==> src/rtl/tsc_capture_if.sv <==
// Signal bundle between tsc_capture and its ADC front-end / external controller.
// The master side drives control and ADC samples; the slave side is the capture block.
interface tsc_capture_if #(
  parameter int DW = 8,
  parameter int TW = 32
);
  logic          start;
  logic          sbf;
  logic [DW-1:0] thresh;
  logic          rdy;
  logic [DW-1:0] dat;
  logic          req;
  logic          rst;
  logic          trd;
  logic [TW-1:0] trig_tm;
  logic          cd;
  logic          sd;

  modport master (
    output start, sbf, thresh, rdy, dat,
    input  req, rst, trd, trig_tm, cd, sd
  );

  modport slave (
    input  start, sbf, thresh, rdy, dat,
    output req, rst, trd, trig_tm, cd, sd
  );
endinterface

==> src/rtl/tsc_capture.sv <==
// Transient capture: ring buffer with pre-trigger history, threshold trigger, timestamp and serial dump.
// Define TSC_CAPTURE_EDGE_TRIG_EN for a rising-edge trigger; otherwise the trigger is level-based.
module tsc_capture #(
  parameter int DW    = 8,
  parameter int DEPTH = 32,
  parameter int POST  = 16,
  parameter int TW    = 32
) (
  input  logic         clk,
  input  logic         reset,
  tsc_capture_if.slave bus
);

  localparam int AW = $clog2(DEPTH);
  localparam int FW = $clog2(DEPTH + 1);
  localparam int PW = $clog2(POST + 1);
  localparam int BW = $clog2(DW + 2);

  typedef enum logic [2:0] {
    ST_IDLE,
    ST_RECORD,
    ST_POST,
    ST_DONE,
    ST_SEND
  } state_t;

  state_t r_state;
  state_t w_nextState;

  logic [DW-1:0] r_buf [DEPTH];
  logic [AW-1:0] r_wrPtr;
  logic [AW-1:0] r_rdPtr;
  logic [AW-1:0] w_rdNext;
  logic [AW-1:0] w_origin;
  logic [FW-1:0] r_fill;
  logic [FW-1:0] r_framesLeft;
  logic [TW-1:0] r_timer;
  logic [TW-1:0] r_trigTm;
  logic [PW-1:0] r_postCnt;
  logic [BW-1:0] r_bitIdx;
  logic [DW-1:0] r_shift;
  logic          r_trd;
  logic          r_cd;
  logic          r_sd;
  logic          r_rstHold;

  logic w_req;
  logic w_startTake;
  logic w_sendTake;
  logic w_accept;
  logic w_trigHit;
  logic w_trig;
  logic w_postDone;
  logic w_lastBit;
  logic w_sendDone;

  assign w_req       = (r_state == ST_RECORD) || (r_state == ST_POST);
  assign w_startTake = bus.start && ((r_state == ST_IDLE) || (r_state == ST_DONE));
  assign w_sendTake  = (r_state == ST_DONE) && bus.sbf && !bus.start;
  assign w_accept    = w_req && bus.rdy;
  assign w_trig      = (r_state == ST_RECORD) && w_accept && w_trigHit;
  assign w_postDone  = (r_state == ST_POST) && w_accept && (r_postCnt == PW'(1));
  assign w_lastBit   = (r_bitIdx == BW'(DW + 1));
  assign w_sendDone  = (r_state == ST_SEND) && w_lastBit && (r_framesLeft == FW'(1));
  assign w_rdNext    = r_rdPtr + AW'(1);
  assign w_origin    = (r_fill == FW'(DEPTH)) ? r_wrPtr : '0;

`ifdef TSC_CAPTURE_EDGE_TRIG_EN
  logic [DW-1:0] r_prevDat;
  logic          r_prevValid;

  assign w_trigHit = (bus.dat > bus.thresh) && r_prevValid && (r_prevDat <= bus.thresh);

  // The first sample of a capture has no predecessor, so it can never be an edge.
  always_ff @(posedge clk or posedge reset) begin
    if (reset) begin
      r_prevDat   <= '0;
      r_prevValid <= 1'b0;
    end else if (w_startTake) begin
      r_prevValid <= 1'b0;
    end else if (w_accept) begin
      r_prevDat   <= bus.dat;
      r_prevValid <= 1'b1;
    end
  end
`else
  assign w_trigHit = (bus.dat > bus.thresh);
`endif

  always_ff @(posedge clk or posedge reset) begin
    if (reset) r_state <= ST_IDLE;
    else       r_state <= w_nextState;
  end

  always_comb begin
    w_nextState = r_state;
    unique case (r_state)
      ST_IDLE:   if (w_startTake) w_nextState = ST_RECORD;
      ST_RECORD: if (w_trig) w_nextState = ST_POST;
      ST_POST:   if (w_postDone) w_nextState = ST_DONE;
      ST_DONE: begin
        if (w_startTake)     w_nextState = ST_RECORD;
        else if (w_sendTake) w_nextState = ST_SEND;
      end
      ST_SEND:   if (w_sendDone) w_nextState = ST_IDLE;
      default:   w_nextState = ST_IDLE;
    endcase
  end

  // Sample storage has no reset so captured data survives an abort.
  always_ff @(posedge clk) begin
    if (w_accept) r_buf[r_wrPtr] <= bus.dat;
  end

  always_ff @(posedge clk or posedge reset) begin
    if (reset) begin
      r_wrPtr      <= '0;
      r_rdPtr      <= '0;
      r_fill       <= '0;
      r_framesLeft <= '0;
      r_timer      <= '0;
      r_trigTm     <= '0;
      r_postCnt    <= '0;
      r_bitIdx     <= '0;
      r_shift      <= '0;
      r_trd        <= 1'b0;
      r_cd         <= 1'b0;
      r_sd         <= 1'b1;
      r_rstHold    <= 1'b1;
    end else begin
      r_rstHold <= 1'b0;
      if (w_startTake) begin
        r_wrPtr <= '0;
        r_fill  <= '0;
        r_timer <= '0;
        r_trd   <= 1'b0;
        r_cd    <= 1'b0;
      end else begin
        if (w_req) r_timer <= r_timer + TW'(1);
        if (w_accept) begin
          r_wrPtr <= r_wrPtr + AW'(1);
          if (r_fill != FW'(DEPTH)) r_fill <= r_fill + FW'(1);
        end
        if (w_trig) begin
          r_trigTm  <= r_timer;
          r_postCnt <= PW'(POST);
        end
        if ((r_state == ST_POST) && w_accept) begin
          r_postCnt <= r_postCnt - PW'(1);
          if (w_postDone) r_trd <= 1'b1;
        end
        if (w_sendTake) begin
          r_rdPtr      <= w_origin;
          r_shift      <= r_buf[w_origin];
          r_framesLeft <= r_fill;
          r_bitIdx     <= '0;
          r_sd         <= 1'b0;
        end
        // Bit index 0 is the start bit, 1..DW the data MSB first, DW+1 the stop bit.
        if (r_state == ST_SEND) begin
          if (w_lastBit) begin
            if (r_framesLeft == FW'(1)) begin
              r_cd  <= 1'b1;
              r_sd  <= 1'b1;
              r_trd <= 1'b0;
            end else begin
              r_framesLeft <= r_framesLeft - FW'(1);
              r_rdPtr      <= w_rdNext;
              r_shift      <= r_buf[w_rdNext];
              r_bitIdx     <= '0;
              r_sd         <= 1'b0;
            end
          end else if (r_bitIdx < BW'(DW)) begin
            r_sd     <= r_shift[DW-1];
            r_shift  <= r_shift << 1;
            r_bitIdx <= r_bitIdx + BW'(1);
          end else begin
            r_sd     <= 1'b1;
            r_bitIdx <= r_bitIdx + BW'(1);
          end
        end
      end
    end
  end

  // rst is high out of reset until the first clock, and for the cycle a start is taken.
  assign bus.req     = w_req;
  assign bus.rst     = r_rstHold | w_startTake;
  assign bus.trd     = r_trd;
  assign bus.trig_tm = r_trigTm;
  assign bus.cd      = r_cd;
  assign bus.sd      = r_sd;

endmodule

==> src/flat_wrapper.sv <==
// flat-port wrapper written by rule: the top's interface ports become plain ports
module tsc_capture_flat 
#(
  parameter int DW    = 8,
  parameter int DEPTH = 32,
  parameter int POST  = 16,
  parameter int TW    = 32
)
  (clk, reset, bus_start, bus_sbf, bus_thresh, bus_rdy, bus_dat, bus_req, bus_rst, bus_trd, bus_trig_tm, bus_cd, bus_sd);
  tsc_capture_if #(.DW(DW), .TW(TW)) bus_i ();
  input  logic clk;
  input  logic reset;
  input wire logic [$bits(bus_i.start)-1:0] bus_start;
  input wire logic [$bits(bus_i.sbf)-1:0] bus_sbf;
  input wire logic [$bits(bus_i.thresh)-1:0] bus_thresh;
  input wire logic [$bits(bus_i.rdy)-1:0] bus_rdy;
  input wire logic [$bits(bus_i.dat)-1:0] bus_dat;
  output wire logic [$bits(bus_i.req)-1:0] bus_req;
  output wire logic [$bits(bus_i.rst)-1:0] bus_rst;
  output wire logic [$bits(bus_i.trd)-1:0] bus_trd;
  output wire logic [$bits(bus_i.trig_tm)-1:0] bus_trig_tm;
  output wire logic [$bits(bus_i.cd)-1:0] bus_cd;
  output wire logic [$bits(bus_i.sd)-1:0] bus_sd;
  assign bus_i.start = bus_start;
  assign bus_i.sbf = bus_sbf;
  assign bus_i.thresh = bus_thresh;
  assign bus_i.rdy = bus_rdy;
  assign bus_i.dat = bus_dat;
  assign bus_req = bus_i.req;
  assign bus_rst = bus_i.rst;
  assign bus_trd = bus_i.trd;
  assign bus_trig_tm = bus_i.trig_tm;
  assign bus_cd = bus_i.cd;
  assign bus_sd = bus_i.sd;
  tsc_capture #(.DW(DW), .DEPTH(DEPTH), .POST(POST), .TW(TW)) u_core (.clk(clk), .reset(reset), .bus(bus_i));
endmodule
==> config.mk <==
export PLATFORM = sky130hd
export DESIGN_NAME = tsc_capture_flat
export DESIGN_NICKNAME = d
export VERILOG_FILES = /design/src/rtl/tsc_capture_if.sv /design/src/rtl/tsc_capture.sv /design/src/flat_wrapper.sv
export SDC_FILE = /design/constraint.sdc
export NUM_CORES = 1
export LEC_CHECK = 0
export ABC_AREA = 1
export ABC_CLOCK_PERIOD_IN_PS = 8700
export CORE_UTILIZATION = 50
export DETAILED_ROUTE_END_ITERATION = 6
export PLACE_DENSITY = 0.78
export SETUP_SLACK_MARGIN = 0.15
export SLEW_MARGIN = 20
export SYNTH_ARGS = -nofsm -noshare
export SYNTH_HDL_FRONTEND = slang
export SYNTH_SLANG_ARGS = --single-unit
==> constraint.sdc <==
create_clock -name clk -period 8.7 [get_ports clk]
set_clock_uncertainty 0.2 [all_clocks]
set_input_delay 2.61 -clock clk [delete_from_list [all_inputs] [get_ports clk]]
set_output_delay 2.61 -clock clk [all_outputs]
set_load 0.05 [all_outputs]
Word-level counts from Yosys, hierarchy flattened
Memory sizes are Yosys's and may differ from the RTL's.
Index checks and enable logic that the tools add are counted.
W data, S select, Z words.
{"block": "totals", "ramBits": 256, "input_bits": 21, "elab_cells": 119, "mem_count": 1, "ff_bits": 110, "latchBits": 0, "out_inout_bits": 37, "rom_bits": 0}
{"name": "u_core.r_buf", "words": 32, "word_bits": 8, "rd": 2, "rd_clocked_by_memory_dff": 0, "write_ports": 1, "line": "tsc_capture.sv:30", "source": "logic [DW-1:0] r_buf [DEPTH];"}
{"block": "classes", "bitwise_logic": 2, "n_addsub": 7, "order_cmp": 2, "reduce_logical": 28, "shifts": 0, "n_mul": 0, "eq_ne": 14, "div": 0, "mux": 51}
{"op": "$mux W32", "count": 2}
{"op": "$mux W5", "count": 9}
{"op": "$mux W6", "count": 7}
{"op": "$mux W8", "count": 5}
{"op": "$add A32 B1 Y32 const B", "count": 1}
{"op": "$mux W3", "count": 6}
{"op": "$mux W1", "count": 17}
{"op": "$mux W4", "count": 4}
{"op": "$reduce_bool A2 Y1", "count": 8}
{"op": "$pmux W3 S5", "count": 1}
{"op": "$add A5 B1 Y5 const B", "count": 2}
{"op": "$logic_and A1 B1 Y1", "count": 10}
{"op": "$gt A8 B8 Y1", "count": 1}
{"op": "$ne A2 B1 Y1 const B", "count": 4}
{"op": "$reduce_and A2 Y1", "count": 4}
{"op": "$add A6 B1 Y6 const B", "count": 1}
{"op": "$eq A3 B2 Y1 const B", "count": 2}
{"op": "$eq A6 B1 Y1 const B", "count": 1}
{"op": "$eq A6 B6 Y1 const B", "count": 1}
{"op": "$ne A6 B6 Y1 const B", "count": 1}
{"op": "$sub A6 B1 Y6 const B", "count": 1}
{"op": "$eq A5 B1 Y1 const B", "count": 1}
{"op": "$reduce_and A5 Y1", "count": 1}
{"op": "$sub A5 B1 Y5 const B", "count": 1}
{"op": "other kinds (12)", "count": 13}

Depth between registers and ports, before layout
Gate-level depths: netlist (run 1).
{"block": "depth", "depth_word": 11, "ltp_mapped": 15, "depth_no_buf": 14}

Worst setup path before layout (run 1)
Ideal clock, no wire load.
{"block": "synth_path", "kind": "input -> output", "from": "in bus_start", "to": "out bus_rst", "path_stages": 4, "arrival_time_ps": 3402, "path_buffers": 1, "t_required_ps": 5890, "setup_slack_ps": 2488, "path_cell_list": "nand2_1 inv_1 clkbuf_1 or2_2"}
{"block": "synth_between", "elab_chain_len": 2}
{"item": "start, declared", "line": "flat_wrapper.sv:13", "source": "input wire logic [$bits(bus_i.start)-1:0] bus_start;"}
{"item": "$logic_and A1 B1 Y1", "line": "tsc_capture.sv:58", "source": "assign w_startTake = bus.start && ((r_state == ST_IDLE) || (r_state == ST_DONE));"}
{"item": "$or A1 B1 Y1", "line": "tsc_capture.sv:188", "source": "assign bus.rst = r_rstHold | w_startTake;"}
{"item": "end, declared", "line": "flat_wrapper.sv:19", "source": "output wire logic [$bits(bus_i.rst)-1:0] bus_rst;"}
Every way passes these cells.

Worst setup path after layout (run 1)
Ends and elaborated chain as after synthesis.

==> reports/qor.txt, run 1 <==
Die area -> 39300 sq um
Peak supply drop -> 0.183 mV
Final Setup Violations -> 0
Status -> finished clean
XOR/XNOR share of the synthesized area -> 0.00448
Register Area -> 10400 sq um
Cell variety after synth -> 44
Post-synth top area cell -> edfxtp_1
CTS buffer count -> 40
Simple-Gate Fraction of Synth Area -> 0.246
FMAX -> 0.150 GHz
Final count of pins violating max slew -> 0
Critical Path RT -> 5.89 ns
Tcrit/Tclk final -> 0.765
Pwr dens -> 262 nW/um^2
Wire length per cell -> 20.1 microns
Ys flop type -> edfxtp_1
Remaining Overflow, GRT -> 0
Post-synth ARST share -> 0.301
Critical Path Start Type -> input port
Final Critical Period -> 6.66 ns
Clock input transition at the sequential cells of the worst setup and hold paths -> 0.06 ns
Initial core utilization -> 0.510
Crit-path max FO -> 3
Placer Congestion -> 0.923
Die width -> 198 microns
CTS Hold Bufs -> 0
Sequential element share of the synthesized area -> 0.542
Routed vias/inst -> 6.05
Max clock buf depth -> 3
Ranking of synthesized cells by area -> edfxtp_1, dfrtp_1, nand2_1
Total iterations of the first detailed-routing run -> 6
Fillers -> 3157
Port Buffers -> 57
DRC errors left -> 0
Post-DRT Antenna Nets -> 0
Top post-synthesis cells by count -> nand2_1, nand3_1, edfxtp_1
Largest net degree at the start of global routing -> 110
Iter 0 DRT Violations -> 2151
Setup TNS -> 0 ns
CTS tree -> built
Final Non-Filler Cells -> 2775
Antenna violations before repair -> 0
Core region area -> 37800 sq um
Die height -> 198 microns
Synth Warn # -> 0
HP Class -> flop to flop
Kind of end point of the critical path -> primary output
Top-count cell post-synth -> nand2_1
Clock sink count -> 366
Postcts setup bufs -> 0
DP Wirelength -> 33700 microns
Max transition margin -> 0.222
Post-synthesis mux area share -> 0
Vias in the first global route -> 16383
Total track usage -> 0.290
Critical path class -> input port to primary output
Final nets -> 2277
Area of the multi-input gates -> 7310 sq um
Diode count -> 0
Vias -> 16802
Pre-CTS setup slack -> 2.10 ns
Leak -> 8.70 nW
Combinational family with the most area after synthesis -> simple AND/OR/NAND/NOR gates
Root Buffer -> clkbuf_16
I/O pins -> 58
Post-Synthesis Cells -> 2236
Synth Area in Compound Gates -> 0.113
Cts repair resizes -> 0
H-tree depth reported by CTS -> 2
Drt total wl -> 55900 microns
Post-synth EDFFs -> 256
Share of layout cells above drive strength 1 -> 0.0570
MaxCap Viol Count -> 0
First-pass GRT wire length -> 87500 microns
Clk Latency, worst-skew pair -> 0.57 ns
Final setup margin -> 2.04 ns
Placed Instances -> 2703
Mean area per synthesized cell -> 8.61 sq um
Critical Path AT -> 3.85 ns
Least-Margin Pin Slew -> 1.16 ns
Hold Vio Cnt, Final -> 0
#FFs+latches synth -> 366
Post-synth top area share -> 0.399
Synth Cell Area -> 19300 sq um
Post-Synth Adder-Cell Area -> 0.0143
RSZ-0062 raised after global routing -> false
Syn_nets -> 2279
Cell Rows -> 71
Layout Area Growth over Synthesis -> 11.3%
[worst max-delay path, cell delays in order]
cell,delay (ns)
clkdlybuf4s50_1,0.48
nand2_1,0.15
inv_1,0.10
or2_2,0.30
buf_4,0.20
[sequential cells by signal, indices dropped and copies added, names as in the netlist, 4 cells and up]
signal	cells
u_core.r_timer	32
u_core.r_rdPtr	5
u_core.r_bitIdx	4
u_core.r_wrPtr	5
u_core.r_framesLeft	6
u_core.r_shift	8
u_core.r_postCnt	5
u_core.bus.trig_tm	32
u_core.r_buf	256
u_core.r_fill	6
[per-stage QoR]
stage               cell area [sq um]  utilization  total power [mW]  hold WS [ns]
floorplan                       19300            -              3.33         0.252
CTS                             21400        0.568              5.57         0.289
detailed placement              20200        0.534              3.90         0.269
global placement                20200        0.534              3.85         0.267
finish                          21400        0.568              5.61         0.286
global route                    21400        0.568              5.84         0.315
[cell type report]
cell class / count / share of cell area
Multi-Input combinational cell: 1478 / 0.341
Inverter: 264 / 0.0464
Clock inverter: 16 / 0.00911
Tap cell: 511 / 0.0298
Sequential cell: 366 / 0.488
Timing Repair Buffer: 84 / 0.0355
Clock buffer: 56 / 0.0505
[routing by layer]
layer | global-route usage | up-vias | share of wire | wire, microns
met1 | 0.380 | 7893 | 0.38 | 21400
met3 | 0.0554 | 205 | 0.11 | 6260
met2 | 0.457 | 1091 | 0.46 | 25500
met4 | 0.152 | 0 | 0.049 | 2710
li1 | - | 7613 | - | -
met5 | 0 | - | 0 | 0
[kinds of logic after synthesis]
group	Yosys count
xor+xnor	9
compound gates	370
other cells	1
buf+inv	392
flops	366
simple gates	1076
fa+ha+maj	22
[where the power goes]
part	switching [mW]	leakage [nW]	total (mW)	internal [mW]
combinational	1.26	4.33	1.75	0.487
clock	0.698	0.616	1.69	0.989
sequential	0.156	3.76	2.17	2.01
[layout by cell type (no fill, tap or decap), drive strengths merged, types with 2 or more instances in the layout]
cell           netlist  routed
nand2              484     484
nand3              349     349
inv                261     262
edfxtp             256     256
o21ai              173     173
nor2               161     161
dfrtp              108     108
a21oi               82      82
o211ai              72      72
clkbuf              63      56
clkdlybuf4s50        0      54
buf                 65      30
o2111ai             28      28
nor3                27      27
nand3b              24      24
ha                  22      22
nand4               16      16
clkinv               3      13
or2                  9       9
xor2                 8       8
bufinv               0       4
nor4                 4       4
o22ai                3       3
o21a                 3       3
a211oi               3       3
o31ai                2       2
dfstp                2       2
[worst paths after layout]
| kind | startpoint | cells past startpoint | slack (ns) | end |
|---|---|---|---|---|
| setup / recovery | bus_start | 5 | 2.04 | bus_rst |
| hold / removal | u_core.bus.trig_tm[23] | 2 | 0.29 | u_core.bus.trig_tm[23] |
| setup reg to reg | u_core.r_rdPtr[0] | 14 | 3.49 | u_core.r_shift[5] |
| hold reg to reg | u_core.bus.trig_tm[23] | 2 | 0.29 | u_core.bus.trig_tm[23] |
| max in group asynchronous | reset | 3 | 4.69 | u_core.r_rdPtr[0] |
| min in group asynchronous | reset | 2 | 2.28 | u_core.bus.trig_tm[3] |
No activity file was read; power rests on OpenSTA's default activity.
==> run 2: changes to the inputs <==
Settings changed: ABC_CLOCK_PERIOD_IN_PS 8700 to 5400, PLACE_DENSITY 0.78 to 0.81.
Clock period 8.7 ns to 5.4 ns, I/O delays scaled along.
==> reports/qor.txt, run 2 (synthesis results as in run 1) <==
Hold Vio Cnt, Final -> 0
Remaining Overflow, GRT -> 0
Clock sink count -> 366
Cts repair resizes -> 0
Largest register FFs -> 256
Most common cell after layout, fill and taps aside -> nand2_1
Max transition margin -> 0.346
Largest net degree at the start of global routing -> 123
Total track usage -> 0.295
Die height -> 198 microns
Largest Register -> u_core.r_buf
Final nets -> 2294
Crit-path max FO -> 3
Die width -> 198 microns
Leak -> 8.77 nW
Placed Instances -> 2719
Iter 0 DRT Violations -> 2248
Slowest cell delay on critical path -> 0.45 ns
Kind of end point of the critical path -> primary output
DP Wirelength -> 35200 microns
Tcrit/Tclk final -> 0.855
Root Buffer -> clkbuf_16
Final Non-Filler Cells -> 2792
Fillers -> 3186
Placer Congestion -> 0.934
Cell Rows -> 71
Critical path buffers and inverters -> 3
CTS tree -> built
Power, Total -> 8.93 mW
Crit-path cells -> clkdlybuf4s50_1 -> nand2_1 -> inv_1 -> or2_2 -> buf_4
Critical path class -> input port to primary output
Least-Margin Pin Slew -> 0.982 ns
MaxCap Viol Count -> 0
Core region area -> 37800 sq um
Die area -> 39300 sq um
Port Buffers -> 57
Peak supply drop -> 0.330 mV
Antenna violations before repair -> 0
Total iterations of the first detailed-routing run -> 6
Routed vias/inst -> 6.02
First-pass GRT wire length -> 88200 microns
HP Class -> flop to flop
CP max-delay cell -> clkdlybuf4s50_1
Drt total wl -> 56900 microns
Wire length per cell -> 20.4 microns
I/O pins -> 58
Post-DRT Antenna Nets -> 0
Final count of pins violating max slew -> 0
Vias in the first global route -> 16191
Clock input transition at the sequential cells of the worst setup and hold paths -> 0.06 ns
Max clock buf depth -> 3
Final Setup Violations -> 0
Share of layout cells above drive strength 1 -> 0.0631
Critical Path RT -> 3.58 ns
Initial core utilization -> 0.510
Area of the multi-input gates -> 7300 sq um
Diode count -> 0
DRC errors left -> 0
Vias -> 16803
Pwr dens -> 415 nW/um^2
RSZ-0062 raised after global routing -> false
Most frequent cells in the layout -> nand2_1, nand3_1, edfxtp_1, inv_1
Critical Path Start Type -> input port
Status -> finished clean
Clk Latency, worst-skew pair -> 0.59 ns
R2r setup slk -> 1.92 ns
Setup TNS -> 0 ns
Layout Area Growth over Synthesis -> 11.8%
CTS Hold Bufs -> 0
Postcts setup bufs -> 0
Final Critical Period -> 4.62 ns
CP delay by family, top -> buffers and inverters
FMAX -> 0.217 GHz
Register Area -> 10400 sq um
CTS buffer count -> 40
Critical Path AT -> 2.80 ns
H-tree depth reported by CTS -> 2
run 2: changes by cell type in the layout (fill, tap and decap cells not counted), moves of 2 or more:
| cell | before | now |
|---|---|---|
| buf_2 | 2 | 0 |
| bufinv_16 | 4 | 1 |
| buf_4 | 28 | 43 |
| clkinv_2 | 3 | 5 |
| clkdlybuf4s50_1 | 54 | 56 |
run 2: final cells by class:
cell class	count	share of cell area
flip-flops and latches	366	0.485
multi-input cells	1478	0.339
clock buffers	56	0.0507
inverters	264	0.0462
repair buffers	101	0.0428
well taps	511	0.0297
clock inverters	16	0.00622
run 2: through the flow:
step / hold slack (ns) / setup slack [ns] / util / instance area (sq um)
global placement: 0.267 / 0.821 / 0.537 / 20300
finish: 0.291 / 0.781 / 0.570 / 21500
global route: 0.302 / 0.751 / 0.570 / 21500
detailed placement: 0.274 / 0.815 / 0.537 / 20300
floorplan: 0.252 / 0.681 / - / 19300
CTS: 0.292 / 0.788 / 0.569 / 21500
run 2: power by group:
part,internal [mW],switching [mW]
Clock,1.47,1.15
Combinational,0.799,2.07
Sequential,3.25,0.194
Total,5.51,3.41
run 2: path summary, 6_finish.rpt:
| kind | startpoint | endpoint | cells after the start |
|---|---|---|---|
| max | bus_start | bus_rst | 5 |
| min | u_core.bus.trig_tm[22] | u_core.bus.trig_tm[22] | 2 |
| max reg2reg | u_core.r_rdPtr[0] | u_core.r_shift[3] | 14 |
| min reg2reg | u_core.bus.trig_tm[22] | u_core.bus.trig_tm[22] | 2 |
| max in group asynchronous | reset | u_core.r_timer[29] | 3 |
| min in group asynchronous | reset | u_core.r_framesLeft[1] | 2 |
run 2: layer usage:
metal  part of all wire  routed length [microns]  up-vias  global-route usage
li1                   -                        -     7657                   -
met1               0.38                    21700     7910               0.380
met2               0.47                    26800     1058               0.477
met3               0.10                     5860      178              0.0530
met4              0.043                     2460        0               0.149
met5                  0                        0        -                   0
run 2: worst reg2reg max path, cell delays in order (launching register included):
cell and delay [ns]:
dfrtp_4 0.41, buf_4 0.69, buf_6 0.75, nor2_1 0.24, nor2_1 0.12, o21ai_0 0.12, nand2_1 0.09, nand2_1 0.06
nand2_1 0.08, nand2_1 0.06, nand3_1 0.16, nand3_1 0.14, nand2_1 0.08, a21oi_1 0.06, a21oi_1 0.16
==> run 3: changes to the inputs <==
Settings changed: CORE_UTILIZATION 50 to 45, PLACE_DENSITY 0.81 to 0.75.
==> reports/qor.txt, run 3 (synthesis results as in run 1) <==
Status -> finished clean
Placed Instances -> 2739
Fillers -> 3781
Root Buffer -> clkbuf_16
Remaining Overflow, GRT -> 0
Port Buffers -> 57
Antenna violations before repair -> 1
Tcrit/Tclk final -> 0.860
DRC errors left -> 0
Area of the multi-input gates -> 7300 sq um
Setup TNS -> 0 ns
Core region area -> 42000 sq um
Pre-CTS setup slack -> 0.755 ns
Final count of pins violating max slew -> 0
Largest Register -> u_core.r_buf
Post-DRT Antenna Nets -> 0
Crit-path max FO -> 3
I/O pins -> 58
First-pass GRT wire length -> 91300 microns
Final nets -> 2285
Wire length per cell -> 20.9 microns
DP Wirelength -> 37600 microns
Met1 Wirelength -> 23400 microns
Pwr dens -> 422 nW/um^2
Routed vias/inst -> 6.02
Drt total wl -> 58800 microns
CTS tree -> built
Vias in the first global route -> 16351
CTS buffer count -> 40
Critical Path Start Type -> input port
Clock input transition at the sequential cells of the worst setup and hold paths -> 0.06 ns
Iter 0 DRT Violations -> 2148
Cts repair resizes -> 0
Layout Area Growth over Synthesis -> 11.8%
CTS Hold Bufs -> 0
Share of layout cells above drive strength 1 -> 0.0616
MaxCap Viol Count -> 0
CP max-delay cell -> clkdlybuf4s50_1
Placed Instance Area -> 20300 sq um
Die height -> 209 microns
Slowest cell delay on critical path -> 0.47 ns
Final setup margin -> 0.757 ns
Die width -> 209 microns
Largest net degree at the start of global routing -> 95
Total track usage -> 0.269
HP Class -> flop to flop
Kind of end point of the critical path -> primary output
Clock sink count -> 366
Most common cell after layout, fill and taps aside -> nand2_1
Peak supply drop -> 0.338 mV
Final Non-Filler Cells -> 2811
Final instance area -> 21500 sq um
Max clock buf depth -> 3
Vias -> 16921
Register Area -> 10400 sq um
Most frequent cells in the layout -> nand2_1, nand3_1, edfxtp_1, inv_1
Hold Vio Cnt, Final -> 0
RSZ-0062 raised after global routing -> false
Least-Margin Pin Slew -> 1.23 ns
Critical path class -> input port to primary output
Power, Total -> 9.08 mW
Critical Path AT -> 2.82 ns
Total iterations of the first detailed-routing run -> 7
Metal2 WL -> 27100 microns
DR top layer -> met4
FMAX -> 0.215 GHz
H-tree depth reported by CTS -> 2
Cell Rows -> 75
Die area -> 43600 sq um
Critical Path RT -> 3.58 ns
Final Critical Period -> 4.64 ns
Max transition margin -> 0.180
Placer Congestion -> 1.00
Routed length on met3 -> 5860 microns
Clk Latency, worst-skew pair -> 0.55 ns
Postcts setup bufs -> 0
Diode count -> 0
Leak -> 8.74 nW
Initial core utilization -> 0.458
Crit-path cells -> clkdlybuf4s50_1 -> nand2_1 -> inv_1 -> or2_2 -> buf_4
Largest register FFs -> 256
Final Setup Violations -> 0
-- run 3: worst paths after layout --
kind	startpoint	end	slack, ns	depth (start not counted)
worst min-delay path	u_core.bus.trig_tm[17]	u_core.bus.trig_tm[17]	0.29	2
worst min register to register	u_core.bus.trig_tm[17]	u_core.bus.trig_tm[17]	0.29	2
max in group asynchronous	reset	u_core.r_rstHold	2.70	3
worst max-delay path	bus_start	bus_rst	0.76	5
min in group asynchronous	reset	u_core.bus.trig_tm[24]	1.39	2
worst max register to register	u_core.r_rdPtr[0]	u_core.r_shift[6]	1.65	13
-- run 3: area by class of cell --
type	count	share of cell area
clock inverters	22	0.00953
flip-flops and latches	366	0.485
multi-input cells	1478	0.339
clock buffers	50	0.0492
repair buffers	92	0.0392
well taps	539	0.0313
inverters	264	0.0462
-- run 3: metrics by stage --
step                      utilization  hold slack [ns]
after floorplan                     -            0.252
after global placement          0.482            0.265
after detailed placement        0.482            0.275
after CTS                       0.512            0.290
after global routing            0.512            0.314
final                           0.512            0.288
-- run 3: power by group --
part           switching (mW)  internal (mW)  total, mW
combinational            2.11          0.797       2.90
clock                    1.14           1.54       2.69
sequential              0.242           3.25       3.49
total                    3.49           5.59       9.08
-- run 3: worst max-delay path, delay by kind of cell --
| kind | cells | cell delay [ns] |
|---|---|---|
| buffers and inverters | 3 | 0.74 |
| AND/OR/NAND/NOR | 2 | 0.46 |
-- run 3: routing by layer --
metal  GRT usage  up-vias
met5           0        -
met4       0.121        0
met2       0.426     1057
met1       0.362     8048
met3      0.0442      182
li1            -     7634
==> patch (settings of run 1) <==
`DEPTH` is set to 32 in 2 places; all go to 64.
--- a/src/rtl/tsc_capture.sv
+++ b/src/rtl/tsc_capture.sv
@@ -2,7 +2,7 @@
 // Define TSC_CAPTURE_EDGE_TRIG_EN for a rising-edge trigger; otherwise the trigger is level-based.
 module tsc_capture #(
   parameter int DW    = 8,
-  parameter int DEPTH = 32,
+  parameter int DEPTH = 64,
   parameter int POST  = 16,
   parameter int TW    = 32
 ) (
--- a/src/flat_wrapper.sv
+++ b/src/flat_wrapper.sv
@@ -2,7 +2,7 @@
 module tsc_capture_flat 
 #(
   parameter int DW    = 8,
-  parameter int DEPTH = 32,
+  parameter int DEPTH = 64,
   parameter int POST  = 16,
   parameter int TW    = 32
 )
Function: same outputs for any inputs over 4 cycles, from zero or initial values and one cycle with reset high; that may be too few to reach the edited logic, so the function may still have changed.
==> patch against run 1 <==
  * The flow now finishes with violations (DRC)
  * Design area increased by 67%
  * Worst setup slack got worse by 140 ps
  * Wire length increased by 78%
  * Clock power increased by 63%
  * Synthesized area increased by 70%
  * Via count increased by 69%
  * Sequential cell count increased by 260
  * Sequential share of layout area increased by 2.2 points
  * Power increased by 47%
  * Highest routed layer unchanged
==> patch: results (changes against run 1) <==
clock_tree:
  clkLatencyLatePin_ps: 650  # +80 ps
  cts_inserted_buffers: 61  # +53%
worst_setup_path:
  arrival_ps: 3990  # +140 ps
  r2r_slack_ps: 3820  # +330 ps
  r2r_end: "u_core.r_shift[4]$_DFFE_PP0N_"
  rr_startpoint: "u_core.r_wrPtr[0]$_DFFE_PP0P_"
  reg2reg_depth: 13  # -1
  cp_max_fo: 25  # +22
global_routing:
  grt_start_max_net_pins: 103  # -6.4%
  grt_usage: 0.291  # +0.000891
  use_met3: 0.0696  # +0.0142
status:
  violations: "DRC"
  status: "complete, but fails checks"
finish:
  largest_reg_flops: 512  # +100%
  fin_nets: 3735  # +64%
placement:
  place.gp.congestion: 0.970  # +5.2%
timing:
  max_slew_margin: 0.222  # -0.000474
hold_path:
  hold_end: "u_core.r_postCnt[4]$_DFFE_PP0P_"
  hold_start: "u_core.r_postCnt[4]$_DFFE_PP0P_"
power:
  ir_worst_vdd_mv: 0.180  # -1.2%
  p_leak_nw: 14.2  # +63%
route:
  firstDrtPassIters: 7  # +1
  drtIter0Drc: 4568  # +110%
  routedWlPerCell_um: 21.6  # +7.1%
  drcViolationCount: 5  # +5
synthesis:
  syn_inst: 3774  # +69%
  yosys-top-cells-area: "edfxtp_1 47%, nand3_1 10%, dfrtp_1 8.6%, nand2_1 6.5%, inv_1 6.1%"
patch: through the flow:
stage	total power (W)	hold WS (ps)	instance area [sq um]
3_5_place_dp	0.00545	272	33700
6_report	0.00824	283	35800
5_1_grt	0.00848	301	35800
3_3_place_gp	0.00542	268	33700
2_1_floorplan	0.00480	252	32700
4_1_cts	0.00816	286	35800
patch: cell type report:
type                       count  share of cell area
tap                          855              0.0299
clock inverter                35             0.00936
multi-input combinational   2354               0.320
clock buffer                  80              0.0491
inverter                     547              0.0576
timing repair buffer         105              0.0249
sequential                   626               0.509
patch: worst max-delay path by stage:
stage                   end  cells past startpoint
CTS                 bus_rst                      6
global route        bus_rst                      6
finish              bus_rst                      6
detailed placement  bus_rst                      6
global placement    bus_rst                      6
floorplan           bus_rst                      4
patch: routing by layer:
metal  part of all wire  up-vias  routed length, um
met5                  0        -                  0
met4              0.063        0               6250
met3               0.13      458              12500
met2               0.45     2069              44400
met1               0.36    13200              36000
li1                   -    12700                  -
patch: cell families (layout without fill, tap and decap cells):
group | Yosys count | count (layout) | share of synthesized area
muxes | 2 | 2 | 0.000689
buffers and inverters | 794 | 767 | 0.0939
other | 1 | 1 | 0.000115
and+or+nand+nor | 1620 | 1620 | 0.223
adders and majority gates | 19 | 19 | 0.00728
AOI/OAI and AO/OA | 703 | 703 | 0.115
xor gates and xnor gates | 9 | 9 | 0.00241
DFF | 626 | 626 | 0.558
patch: power breakdown:
group          switching, W  leakage, nW  internal (W)
sequential         0.000152         6.12       0.00338
clock               0.00118         1.03       0.00158
combinational       0.00143         7.07      0.000525
patch: worst max-delay path: stages:
cell and delay, ps:
clkdlybuf4s50_1 510, nand2_1 90, inv_1 60, buf_4 340
or2_2 180, buf_4 190
